--- src/rtl/if_stage_pkg.sv ---
// Shared types and constants for the instruction fetch stage.
package if_stage_pkg;

  typedef enum logic {
    BOOT  = 1'b0,
    FETCH = 1'b1
  } fetch_state_e;

  localparam logic [31:0]  NOP_INST         = 32'h0000_0013;
  localparam logic [31:0]  DEFAULT_RESET_PC = 32'h0000_0000;
  localparam int unsigned  DEFAULT_DEPTH    = 2;

  // One buffered fetch: the instruction word and the address it came from.
  typedef struct packed {
    logic [31:0] pc;
    logic [31:0] inst;
  } fetch_entry_t;

endpackage

--- src/rtl/if_fifo.sv ---
// Synchronous FIFO with flush; storage resets to INIT so the head is defined out of reset.
module if_fifo #(
  parameter int unsigned       DEPTH = 2,
  parameter int unsigned       WIDTH = 64,
  parameter logic [WIDTH-1:0]  INIT  = '0,
  localparam int unsigned      AW    = $clog2(DEPTH),
  localparam int unsigned      CW    = $clog2(DEPTH + 1)
) (
  input  logic             clk,
  input  logic             reset,
  input  logic             push_i,
  input  logic             pop_i,
  input  logic             flush_i,
  input  logic [WIDTH-1:0] wdata_i,
  output logic [WIDTH-1:0] rdata_o,
  output logic             full_o,
  output logic             empty_o,
  output logic [CW-1:0]    count_o
);

  logic [WIDTH-1:0] mem_q [DEPTH];
  logic [AW-1:0]    wptr_q, wptr_d;
  logic [AW-1:0]    rptr_q, rptr_d;
  logic [CW-1:0]    count_q, count_d;
  logic             do_push, do_pop;

  assign full_o  = (count_q == CW'(DEPTH));
  assign empty_o = (count_q == '0);
  assign count_o = count_q;
  assign rdata_o = mem_q[rptr_q];

  // A push into a full FIFO is only legal when the head leaves in the same cycle.
  assign do_pop  = pop_i && !empty_o && !flush_i;
  assign do_push = push_i && !flush_i && (!full_o || do_pop);

  always_comb begin
    wptr_d  = wptr_q;
    rptr_d  = rptr_q;
    count_d = count_q;
    if (flush_i) begin
      wptr_d  = '0;
      rptr_d  = '0;
      count_d = '0;
    end else begin
      if (do_push) wptr_d = wptr_q + AW'(1);
      if (do_pop)  rptr_d = rptr_q + AW'(1);
      count_d = count_q + CW'(do_push) - CW'(do_pop);
    end
  end

  always_ff @(posedge clk or posedge reset) begin
    if (reset) begin
      wptr_q  <= '0;
      rptr_q  <= '0;
      count_q <= '0;
      mem_q   <= '{default: INIT};
    end else begin
      wptr_q  <= wptr_d;
      rptr_q  <= rptr_d;
      count_q <= count_d;
      if (do_push) mem_q[wptr_q] <= wdata_i;
    end
  end

  overflow_a: assert property (@(posedge clk) disable iff (reset)
    !(push_i && !flush_i && full_o && !pop_i));

endmodule

--- src/rtl/if_stage.sv ---
// Instruction fetch stage: issues in-order memory requests, buffers responses, drops stale ones after redirects.
module if_stage
  import if_stage_pkg::*;
#(
  parameter logic [31:0] RESET_PC = DEFAULT_RESET_PC,
  parameter int unsigned DEPTH    = DEFAULT_DEPTH
) (
  input  logic        clk,
  input  logic        reset,
  output logic        imem_req_valid,
  input  logic        imem_req_ready,
  output logic [31:0] imem_req_addr,
  input  logic        imem_rsp_valid,
  input  logic [31:0] imem_rsp_data,
  input  logic        redirect_valid,
  input  logic [31:0] redirect_pc,
  output logic        id_valid,
  input  logic        id_ready,
  output logic [31:0] id_inst,
  output logic [31:0] id_pc
);

  localparam int unsigned CW = $clog2(DEPTH + 1);
  localparam int unsigned OW = CW + 1;

  fetch_state_e  state_q, state_d;
  logic [31:0]   fetch_pc_q, fetch_pc_d;
  logic [31:0]   rsp_pc_q, rsp_pc_d;
  logic [31:0]   redirect_tgt;
  logic [CW-1:0] inflight_q, inflight_d;
  logic [CW-1:0] drop_q, drop_d;
  logic [CW-1:0] fifo_count;
  logic [OW-1:0] occupancy;
  logic          req_accept;
  logic          fifo_push, fifo_pop, fifo_empty;
  logic          unused_fifo_full;
  logic          unused_redirect_lsb;
  fetch_entry_t  push_entry, head_entry;

  assign redirect_tgt        = {redirect_pc[31:2], 2'b00};
  assign unused_redirect_lsb = ^redirect_pc[1:0];
  assign occupancy           = OW'(fifo_count) + OW'(inflight_q);

  // Responses are kept only when nothing older is pending discard and no redirect is flushing this cycle.
  assign fifo_push  = imem_rsp_valid && !redirect_valid && (drop_q == '0);
  assign fifo_pop   = id_valid && id_ready && !redirect_valid;
  assign push_entry = '{pc: rsp_pc_q, inst: imem_rsp_data};

  always_comb begin
    state_d        = state_q;
    fetch_pc_d     = fetch_pc_q;
    rsp_pc_d       = rsp_pc_q;
    drop_d         = drop_q;
    imem_req_valid = 1'b0;

    case (state_q)
      BOOT:    state_d = FETCH;
      FETCH:   imem_req_valid = !redirect_valid && (occupancy < OW'(DEPTH));
      default: state_d = BOOT;
    endcase

    req_accept = imem_req_valid && imem_req_ready;
    inflight_d = inflight_q + CW'(req_accept) - CW'(imem_rsp_valid);

    if (req_accept) fetch_pc_d = fetch_pc_q + 32'd4;
    if (fifo_push)  rsp_pc_d   = rsp_pc_q + 32'd4;
    if (imem_rsp_valid && (drop_q != '0)) drop_d = drop_q - CW'(1);

    // Everything still in flight belongs to the abandoned path.
    if (redirect_valid) begin
      fetch_pc_d = redirect_tgt;
      rsp_pc_d   = redirect_tgt;
      drop_d     = inflight_q - CW'(imem_rsp_valid);
    end
  end

  always_ff @(posedge clk or posedge reset) begin
    if (reset) begin
      state_q    <= BOOT;
      fetch_pc_q <= RESET_PC;
      rsp_pc_q   <= RESET_PC;
      inflight_q <= '0;
      drop_q     <= '0;
    end else begin
      state_q    <= state_d;
      fetch_pc_q <= fetch_pc_d;
      rsp_pc_q   <= rsp_pc_d;
      inflight_q <= inflight_d;
      drop_q     <= drop_d;
    end
  end

  if_fifo #(
    .DEPTH (DEPTH),
    .WIDTH ($bits(fetch_entry_t)),
    .INIT  ({RESET_PC, NOP_INST})
  ) u_fifo (
    .clk     (clk),
    .reset   (reset),
    .push_i  (fifo_push),
    .pop_i   (fifo_pop),
    .flush_i (redirect_valid),
    .wdata_i (push_entry),
    .rdata_o (head_entry),
    .full_o  (unused_fifo_full),
    .empty_o (fifo_empty),
    .count_o (fifo_count)
  );

  assign imem_req_addr = fetch_pc_q;
  assign id_valid      = !fifo_empty;
  assign id_inst       = head_entry.inst;
  assign id_pc         = head_entry.pc;

endmodule

--- config.mk ---
export PLATFORM = sky130hd
export DESIGN_NAME = if_stage
export DESIGN_NICKNAME = d
export VERILOG_FILES = /design/src/rtl/if_stage_pkg.sv /design/src/rtl/if_fifo.sv /design/src/rtl/if_stage.sv
export SDC_FILE = /design/constraint.sdc
export NUM_CORES = 1
export LEC_CHECK = 0
export BUFFER_PORTS_ARGS = -buffer_cell sky130_fd_sc_hd__buf_4
export CAP_MARGIN = 20
export CORE_MARGIN = 10
export CORE_UTILIZATION = 50
export DETAILED_ROUTE_END_ITERATION = 16
export PLACE_DENSITY = 0.7
export SLEW_MARGIN = 20
export SYNTH_ARGS = -nofsm -noshare
export SYNTH_HDL_FRONTEND = slang
export SYNTH_SLANG_ARGS = --single-unit
--- constraint.sdc ---
create_clock -name clk -period 8.5 [get_ports clk]
set_input_delay 1.275 -clock clk [delete_from_list [all_inputs] [get_ports clk]]
set_output_delay 1.275 -clock clk [all_outputs]
set_load 0.02 [all_outputs]
After elaboration in Yosys (flattened, before gate mapping)
Cells that the tools add are included.
Operators by class
  $add $sub $neg: 11
  magnitude comparators: 4
  equal/unequal tests: 1
  muxes and demuxes: 18
  bitwise operators: 2
  reduce and logical (&&, ||, !) cells: 24
Operator list (count)
  2-to-1 mux 64 bit: 4
  bitwise mux 128 bit: 1
  2-to-1 mux 32 bit: 4
  adder 32 x 3 -> 32 bit (second input constant): 2
  demux 64 bit (select 1 bit): 1
  logical AND 1 bit: 12
  nonzero test 2 bit: 6
  2-to-1 mux 2 bit: 3
  subtractor 2 x 1 -> 2 bit: 3
  2-to-1 mux 1 bit: 5
  adder 2 x 1 -> 2 bit: 2
  >= comparator 2 bit (second input constant): 2
  logical NOT 2 bit: 2
  inverter 1 -> 2 bit: 2
  adder 2 x 2 -> 3 bit: 1
  logical NOT 1 bit: 3
  < comparator 3 x 2 -> 1 bit (second input constant): 1
  adder 1 bit (second input constant): 2
  == test 2 bit (second input constant): 1
  < comparator 2 x 1 -> 1 bit (second input constant): 1
  subtractor 2 x 1 -> 2 bit (second input constant): 1
  logical OR 1 bit: 1
Word-level totals
  flip-flop bits (word level): 201
  bits of input ports: 70
  output and inout port bits: 98
  logic and storage cells: 70

Depth between registers and ports, before layout
  depth after elaboration: 11
  gate-level depth with buffers: 11

Cells and area by module
Synthesis repeated with hierarchy kept, for this count alone.
Unflattened totals
  cell total of the unflattened synthesis: 776
  area total of the unflattened synthesis: 9675.5 um^2
Modules (own cells, without submodules)
  if_fifo: times used 1, cells each 367, area an instance 5995.8 um^2, seq. area each 3310.7 um^2
  if_stage: times used 1, cells each 409, area an instance 3679.8 um^2, seq. area each 1626.6 um^2

Worst setup path before layout
No wires, ideal clock.
  path type: input port to output port
  start point: input port redirect_valid
  end point: output port imem_req_valid
  arrival: 2.479 ns
  data required time: 7.225 ns
  slack: 4.746 ns
  stages on the path: 3
  cell sequence: clkbuf_1 -> clkbuf_1 -> nor4b_1
On the way
  cells in the longest elaborated chain, start to end: 3
RTL lines
  start: declaration: RTL line if_stage.sv:15  | input logic redirect_valid,
  logical NOT 1 bit: RTL line if_stage.sv:58  | FETCH: imem_req_valid = !redirect_valid && (occupancy < OW'(DEPTH));
  logical AND 1 bit: RTL line if_stage.sv:58
  2-to-1 mux 1 bit: RTL line if_stage.sv:56  | case (state_q)
  end: declaration: RTL line if_stage.sv:10  | output logic imem_req_valid,
Every way passes these cells.

Worst setup path after layout
  start point: register u_fifo.rptr_q
  end point: output port id_pc[18]
On the way
  cells in the longest elaborated chain, start to end: 4
RTL lines
  start: declaration: RTL line if_fifo.sv:23  | logic [AW-1:0] rptr_q, rptr_d;
  start signal: assignment: RTL line if_fifo.sv:59  | rptr_q <= rptr_d;
  inverter 1 -> 2 bit (implied by the code): RTL line if_fifo.sv:30  | assign rdata_o = mem_q[rptr_q];
  2-to-1 mux 64 bit (implied by the code) (3 in a row): RTL line if_fifo.sv:30
  end: declaration: RTL line if_stage.sv:20  | output logic [31:0] id_pc
Every way passes these cells. The select of a mux whose other input is x is not followed.

==> results_dict.tcl <==
set metrics [dict create \
    outcome "completed" \
    start_util_pct 50.5 \
    cellPowerDensity_mw_per_mm2 310 \
    design_area_sq_mm 0.0113 \
    hold_violations 0 \
    cts.sinks 193 \
    port-buffer-count 161 \
    fmax_mhz 272 \
    min_to "inflight_q[0]" \
    critPathSlowestCell "dfrtp_2" \
    cp.arrival_ns 2.40 \
    endpoint_kind "output port" \
    grt_overflow 0 \
    rrSetupSlack_ns 5.54 \
    slew_violations 0 \
    share_comb_of_total_power_pct 37.7 \
    netlist_instances 711 \
    numCtsBuffers 17 \
    pin_count 168 \
    worst_slew_pin_slew_ns 0.780 \
    grt_max_degree 115 \
    min-delay-start "inflight_q[0]" \
    die_height_microns 157 \
    worstSetupPathType "reg2out" \
    r2r_cells 7 \
    drtIter0Drc 240 \
    cp_cell_sequence "buf_4, mux2_2, buf_4" \
    p_leak_nw 5.08 \
    dpl_cell_area_sq_mm 0.0107 \
    hpwl_microns 15100 \
    vias 6022 \
    hp-class "reg2reg" \
    drc 0 \
    layout.nets 939 \
    setup_violations 0 \
    rsz0062_at_grt "false" \
    cts.clk_slew.worst_paths_ns 0.07 \
    final_common_cell "mux2_2" \
    cts_buffer_depth 2 \
    fin_tns_setup_ns 0 \
    finalCritPeriodShare_pct 43.2 \
    via_per_inst 5.44 \
    die-area_sq_mm 0.0247 \
    crit_required_ns 7.22 \
    holdBufCountCts 0 \
    antenna_found_initial 0 \
    hold_path_depth 1 \
    r2r_end "u_fifo.mem_q[113]" \
    relSlewSlack_pct 48.0 \
    path_max_fanout 38 \
    drt_wl_total_microns 21300 \
    synth.distinct_cells 45 \
    max_cap_viol_count 0 \
    wl_per_cell_microns 19.3 \
    synth-seq-area-share_pct 51.4 \
    ys_warn_count 0 \
    fin_util_pct 60.5 \
    min_period_ns 3.67 \
    synth.top_cells.by_area "dfrtp_1 (50%), mux2_2 (26%), xnor2_1 (3.2%)" \
    ctsResizeCount 0 \
    clock_latency_ns 0.43 \
    postCtsSetupBuffers 0 \
    critPathTopFamily "flip-flops" \
    p_clk_share_pct 21.5 \
    fp.dieW_microns 157 \
    diodes 0 \
    yosys_register_bits 193 \
    seqPwrFrac_pct 40.8 \
    irDropWorstVdd_v 0.000161 \
    clockRootBuffer "clkbuf_16" \
    synth_top_area_share_pct 49.7 \
    row_count 50 \
    grt_pass1_vias 6583 \
    synth_top_area_cell "dfrtp_1" \
    swShare_pct 33.2 \
    ant_nets 0 \
    crit_top_cell "buf_4" \
    layout-drive-gt1-share_pct 50.2 \
    dr.pass1.iters 5 \
    core_sq_mm 0.0186 \
    startpoint_type "flip-flop" \
    tritoncts "done" \
    p_int_mw 2.34 \
    htree_levels 4 \
    grt_usage_pct 17.5 \
    crit_path_max_incr_delay_ns 0.79 \
    fin_skew_ns 0.0119 \
    r2r_start "drop_q[0]" \
    gp_congestion 0.841 \
    synth_area_per_cell_sq_um 13.2 \
    syn_to_final_growth_pct 19.9 \
    syn_area_sq_mm 0.00942 \
    final_cell_mix "mux2_2 (214), dfrtp_1 (186), buf_4 (166)" \
    grt_first_pass_wirelength_microns 34700 \
    path_buf_inv 2 \
    netSwitchingPower_mw 1.16 \
]
synth_stat cells, drive strengths merged:
cell,n
nand2,22
buf,30
nand4,17
xor2,31
xnor2,34
clkbuf,10
fa,1
dfstp,6
nor3,7
nor4b,1
ha,8
inv,13
nor4,7
a21boi,18
a211oi,2
nor2,20
nand2b,10
nand3,21
dfrtp,187
nand4b,1
or2,1
and3,11
a21oi,12
nor2b,3
o21ai,1
a41oi,1
and4bb,1
and4,8
mux2i,6
and2,4
or3b,1
mux2,214
conb,2
layout make-up:
class,count,area [sq um]
clock buffers,18,439
clock inverters,13,114
fillers,1467,7360
inverters,13,56.3
multi-input cells,468,4270
flip-flops and latches,193,4840
well taps,234,293
repair buffers,167,1270
sequential cells by signal (all words and copies together), names as in the netlist:
register and flops:
u_fifo.mem_q 124, imem_req_addr 30, rsp_pc_q 30, drop_q 2
inflight_q 2, u_fifo.count_o 2, state_q 1, u_fifo.rptr_q 1
u_fifo.wptr_q 1
how the worst max path moves through the flow:
| stage | startpoint | to | slack [ns] | cells after the start |
|---|---|---|---|---|
| 4_1_cts | u_fifo.rptr_q | id_pc[10] | 4.79 | 3 |
| 6_report | u_fifo.rptr_q | id_pc[18] | 4.83 | 3 |
| 3_3_place_gp | imem_rsp_valid | u_fifo.mem_q[126] | 4.87 | 6 |
| 5_1_grt | u_fifo.rptr_q | id_pc[11] | 4.71 | 3 |
| 2_1_floorplan | reset | drop_q[0] | 1.98 | 1 |
| 3_5_place_dp | imem_rsp_valid | u_fifo.mem_q[123] | 4.81 | 6 |
cells by family (layout without fill, tap and decap cells):
logic type | count (synthesis) | count (layout) | synth area share, %
xor+xnor | 65 | 65 | 6.05
compound gates | 34 | 34 | 2.43
mux | 220 | 220 | 26.2
flops | 193 | 193 | 51.4
buf+inv | 53 | 211 | 3.46
simple gates | 135 | 135 | 9.10
fa+ha+maj | 9 | 9 | 1.28
other cells | 2 | 5 | 0.0798
layer usage:
metal  part of all wire, %  track usage, %  vias up
met2                    48            28.5      142
met4                   1.1            4.45        0
li1                      -               -     2801
met5                     0               0        -
met3                   5.7            4.72       21
met1                    46            22.7     3058
stage by stage:
stage          setup WS (ns)  total power [mW]  instances  hold WS, ns
6_report                4.83              3.50       1106        0.501
3_3_place_gp            4.87              2.72       1074        0.483
4_1_cts                 4.79              3.55       1105        0.506
5_1_grt                 4.71              3.71       1106        0.521
3_5_place_dp            4.81              2.78       1074        0.491
2_1_floorplan           1.98              2.28        714        0.475
power groups by stage:
stage               clock network (mW)  logic (mW)  registers (mW)
global route                     0.812        1.42            1.48
global placement                     0        1.31            1.42
floorplan                            0       0.885            1.39
detailed placement                   0        1.34            1.45
CTS                              0.774        1.34            1.43
finish                           0.754        1.32            1.43
Power figures use the tool's default switching activity.
